$ cat src/rtl/vend_timeout_timer_pkg.sv
// Shared definitions for the vending timeout timer: FSM state encodings and defaults.
// The same encodings are used by the vending FSM that consumes the timer.
package vend_timeout_timer_pkg;

    typedef enum logic [1:0] {
        ST_IDLE = 2'd0,
        ST_RUN  = 2'd1,
        ST_HOLD = 2'd2,
        ST_DONE = 2'd3
    } state_t;

    localparam int DEFAULT_TIMEOUT_S = 30;
    localparam int DEFAULT_CNT_W     = 6;

endpackage

$ cat src/rtl/vend_bin2bcd.sv
// Registered binary-to-BCD converter (two digits) for values up to 99.
// Outputs lag the input by one clock.
module vend_bin2bcd #(
    parameter int W = 6
) (
    input  logic         i_clk,
    input  logic         i_reset,
    input  logic [W-1:0] i_bin,
    output logic [3:0]   o_tens,
    output logic [3:0]   o_ones
);

    logic [W+3:0] w_bin_ext;
    logic [W+3:0] w_tens_full;
    logic [W+3:0] w_ones_full;
    logic [3:0]   r_tens;
    logic [3:0]   r_ones;

    // Widened so the constant 10 always fits, whatever W is.
    assign w_bin_ext   = {4'b0000, i_bin};
    assign w_tens_full = w_bin_ext / (W+4)'(10);
    assign w_ones_full = w_bin_ext % (W+4)'(10);

    always_ff @(posedge i_clk) begin
        if (i_reset) begin
            r_tens <= 4'd0;
            r_ones <= 4'd0;
        end else begin
            r_tens <= w_tens_full[3:0];
            r_ones <= w_ones_full[3:0];
        end
    end

    assign o_tens = r_tens;
    assign o_ones = r_ones;

endmodule

$ cat src/rtl/vend_timeout_timer.sv
// Seconds countdown for the vending coin/selection timeout, driven by the 1 Hz divider tick.
// Optional BCD display outputs are enabled by defining VEND_TIMER_BCD_EN.
module vend_timeout_timer
    import vend_timeout_timer_pkg::*;
#(
    parameter int TIMEOUT_S = DEFAULT_TIMEOUT_S,
    parameter int CNT_W     = DEFAULT_CNT_W
) (
    input  logic             i_clk,
    input  logic             i_reset,
    input  logic             i_clk1hz,
    input  logic             i_start,
    input  logic             i_pause,
    input  logic             i_clear,
    output logic             o_busy,
    output logic             o_expired,
    output logic [CNT_W-1:0] o_secs_left,
    output state_t           o_state
`ifdef VEND_TIMER_BCD_EN
    ,
    output logic [3:0]       o_bcd_tens,
    output logic [3:0]       o_bcd_ones
`endif
);

    if (TIMEOUT_S < 1 || TIMEOUT_S > (2**CNT_W) - 1) begin : g_bad_timeout
        $error("vend_timeout_timer: TIMEOUT_S out of range 1..2**CNT_W-1");
    end

    state_t           r_state;
    logic [CNT_W-1:0] r_secs_left;
    logic             r_busy;
    logic             r_expired;
    logic             r_clk1hz_q;
    logic             w_tick;

    // r_clk1hz_q resets high so a clk1hz already high at reset release is not a tick.
    assign w_tick = i_clk1hz & ~r_clk1hz_q;

    always_ff @(posedge i_clk) begin
        if (i_reset) begin
            r_state     <= ST_IDLE;
            r_secs_left <= '0;
            r_busy      <= 1'b0;
            r_expired   <= 1'b0;
            r_clk1hz_q  <= 1'b1;
        end else begin
            r_clk1hz_q <= i_clk1hz;
            r_expired  <= 1'b0;
            if (i_clear) begin
                r_state     <= ST_IDLE;
                r_secs_left <= '0;
                r_busy      <= 1'b0;
            end else if (i_start) begin
                r_state     <= ST_RUN;
                r_secs_left <= CNT_W'(TIMEOUT_S);
                r_busy      <= 1'b1;
            end else begin
                case (r_state)
                    ST_RUN: begin
                        if (i_pause) begin
                            r_state <= ST_HOLD;
                        end else if (w_tick) begin
                            // Last second (or a zero count) finishes instead of wrapping.
                            if (r_secs_left > CNT_W'(1)) begin
                                r_secs_left <= r_secs_left - CNT_W'(1);
                            end else begin
                                r_secs_left <= '0;
                                r_expired   <= 1'b1;
                                r_busy      <= 1'b0;
                                r_state     <= ST_DONE;
                            end
                        end
                    end
                    ST_HOLD: begin
                        if (!i_pause) begin
                            r_state <= ST_RUN;
                        end
                    end
                    default: begin
                    end
                endcase
            end
        end
    end

    assign o_busy      = r_busy;
    assign o_expired   = r_expired;
    assign o_secs_left = r_secs_left;
    assign o_state     = r_state;

`ifdef VEND_TIMER_BCD_EN
    vend_bin2bcd #(.W(CNT_W)) u_bin2bcd (
        .i_clk   (i_clk),
        .i_reset (i_reset),
        .i_bin   (r_secs_left),
        .o_tens  (o_bcd_tens),
        .o_ones  (o_bcd_ones)
    );
`endif

endmodule

$ cat config.mk
export PLATFORM = sky130hd
export DESIGN_NAME = vend_timeout_timer
export DESIGN_NICKNAME = d
export VERILOG_FILES = /design/src/rtl/vend_timeout_timer_pkg.sv /design/src/rtl/vend_bin2bcd.sv /design/src/rtl/vend_timeout_timer.sv
export SDC_FILE = /design/constraint.sdc
export NUM_CORES = 1
export LEC_CHECK = 0
export ABC_AREA = 1
export CAP_MARGIN = 20
export CORE_AREA = 2 2 39 41
export CTS_BUF_LIST = sky130_fd_sc_hd__clkbuf_4
export DETAILED_ROUTE_END_ITERATION = 10
export DIE_AREA = 0 0 41 43
export PLACE_DENSITY = 0.78
export SLEW_MARGIN = 25
export SYNTH_ARGS = -nofsm -noshare
export SYNTH_HDL_FRONTEND = slang
export SYNTH_SLANG_ARGS = --single-unit
export TNS_END_PERCENT = 100
$ cat constraint.sdc
create_clock -name i_clk -period 2.56 [get_ports i_clk]
set_input_delay 0.64 -clock i_clk [delete_from_list [all_inputs] [get_ports i_clk]]
set_output_delay 0.64 -clock i_clk [all_outputs]
set_load 0.05 [all_outputs]
==> impl_metrics.toml <==
[status]
outcome = "finished clean"

[grt]
grt_max_degree = 8
antenna_found_initial = 0
overflow = 0
grt_use_total_pct = 16.4
grt_pass1_wl_um = 1920
first_global_vias = 486

[worst_setup_path]
cp_slowest_stage_delay_ps = 830
crit_fanout = 6
critical-path-top-delay-family = "buffers and inverters"
path_cells = "clkdlybuf4s50_1"
r2r-start = "o_secs_left[0]"
worstSetupPathType = "reg2out"
worstPathArrival_ps = 1520
cp-startpoint = "o_secs_left[3]"
crit_path_start_kind = "flip-flop"
critPathCaptureType = "output pin"
critPathSlowestCell = "clkdlybuf4s50_1"
required_ps = 1920
path_buf_inv = 1

[synthesis]
synthArstFlopShare_pct = 0
synth_largest_area_cell = "dfxtp_1"
synth_warnings = 0
synth_cell_types = 17
postSynthCellCount = 83
synth_fp_nets = 91
ys_seq_area_share_pct = 37.0
yosys_most_used_dff = "dfxtp_1"
avgSynthCellArea_um2 = 7.18
synth_top_area_share_pct = 37.0
synth_area_um2 = 596
synth_edf_count = 0
synth.area.top_cells = "dfxtp_1, a21oi_1, nand2_1"
synth-seq-cells = 11

[timing]
hold_viol = 0
timing.hold.ws_ps = 464
worst_pin_slew_ps = 501
fin_skew_ps = 4.62
fmax_ghz = 0.462
fin_ws_ps = 396
rsz0062_at_grt = "false"
tns_ps = 0
finalMaxSlewViolations = 0
min_period_over_period_pct = 84.5
fin_crit_ps = 2160
setup_viol = 0
slew_headroom_pct = 66.5

[cells_and_area]
diodes = 0
regArea_um2 = 220
fillers = 140
area_delta_synth_final_pct = 33.6
nNetsFinal = 111
finalCoreUtilization_pct = 57.5
layout-drive-gt1-share_pct = 11.8
multiInputGateArea_um2 = 319

[power]
totalPowerFinal_uw = 386
powerDensity_nw_per_um2 = 485
p_int_uw = 276
vdd_drop_max_uv = 293
swShare_pct = 28.6
power.leakage_nw = 0.338
seqPwrFrac_pct = 47.5
combPwrFrac_pct = 19.1
p_sw_uw = 110
p_clk_share_pct = 33.4

[detailed_routing]
drtIter0Drc = 21
drc = 0
first_pass_iters = 4
routed_wirelength_um = 1260
routedWlPerCell_um = 10.7
vias = 573
viasPerCell = 4.86
antenna_left = 0

[cts]
cts-hold-fix-buffers = 0
h-tree-depth = 1
cts_made_buffers = 3
clk_path_buf_depth = 2
cts_tree = "built"
clk_latency_ps = 270
clk_pin_slew_worst_paths_ps = 70
cts.sinks = 11
postCtsSetupBuffers = 0
ctsResizeCount = 0
clock-root-buffer = "clkbuf_4"

[floorplan]
start_util_pct = 43.0
rows = 14
io_pins = 16
design.core.area_um2 = 1380
die_y_um = 43
fp.dieArea_um2 = 1760
fp.dieW_um = 41

[place]
place_congestion = 0.809
io_buffer_count = 15
dpl_worst_slack_ps = 686
dp_hpwl_um = 919

[worst_hold_path]
worstHoldStart = "o_busy"
hold_class = "reg2reg"

[run]
cap_viol_max_count = 0
-- cell usage in the layout, fill, tap and decap left out, types with 2 or more instances in the layout --
master,synthesis,final
nor2_1,11,11
nor2_2,2,2
inv_1,14,14
a21oi_1,12,12
nand2_1,16,16
ha_1,2,2
clkbuf_4,0,4
nand3_1,4,4
nor2_4,2,2
o21ai_0,2,2
dfxtp_1,11,11
clkdlybuf4s50_1,0,15
-- layer usage --
metal	track usage, %	vias to the layer above	share of wire [%]
li1	-	300	-
met3	5.24	2	6.7
met5	0	-	0
met4	12.0	0	1.5
met1	18.6	253	45
met2	24.4	18	47
-- metrics by stage --
stage / instance area, µm² / cells
2_1_floorplan: 596 / 83
3_3_place_gp: 766 / 114
3_5_place_dp: 766 / 114
4_1_cts: 796 / 118
5_1_grt: 796 / 118
6_report: 796 / 118
-- cell families (layout without fill, tap and decap cells) --
kind of cell	after synthesis	count (layout)	share of synthesized area, %
adders and majority gates	2	2	4.20
xor gates and xnor gates	2	2	2.94
DFF	11	11	37.0
and+or+nand+nor	39	39	34.7
buffers and inverters	15	34	9.45
AOI/OAI and AO/OA	14	14	11.8
-- power groups by stage --
stage | clock, mW | combinational (mW) | sequential (mW)
2_1_floorplan | 0 | 0.0326 | 0.203
3_3_place_gp | 0 | 0.0717 | 0.187
3_5_place_dp | 0 | 0.0726 | 0.188
4_1_cts | 0.131 | 0.0737 | 0.184
5_1_grt | 0.143 | 0.0792 | 0.184
6_report | 0.129 | 0.0737 | 0.184
-- state kept, by name (all words and copies together) (netlist names) --
name	count
o_busy	1
r_clk1hz_q	1
o_expired	1
o_state	2
o_secs_left	6
-- worst register-to-register path, delay by kind of cell, from the launching register on --
family / cells / cell delay [ps]
and+or+nand+nor: 5 / 540
DFF: 1 / 340
buffers and inverters: 3 / 250
adders and majority gates: 1 / 250
-- cells in the mapped netlist (2+ instances only) --
cell,n
nor2_1,11
inv_1,14
nor2_2,2
nor2_4,2
nand3_1,4
o21ai_0,2
a21oi_1,12
nand2_1,16
dfxtp_1,11
ha_1,2
-- cell type report --
class | count | area share (%)
tap | 16 | 2.52
multi-input combinational | 57 | 40.1
clock buffer | 4 | 3.77
timing repair buffer | 15 | 18.9
inverter | 15 | 7.08
sequential | 11 | 27.7
-- final timing paths --
| check | end | slack (ps) | cells past startpoint |
|---|---|---|---|
| worst max-delay path | o_secs_left[3] | 400 | 1 |
| worst min-delay path | o_busy | 460 | 2 |
| worst max register to register | o_secs_left[5] | 1080 | 9 |
| worst min register to register | o_busy | 460 | 2 |
Note: power is estimated with default switching activity, not from simulation.
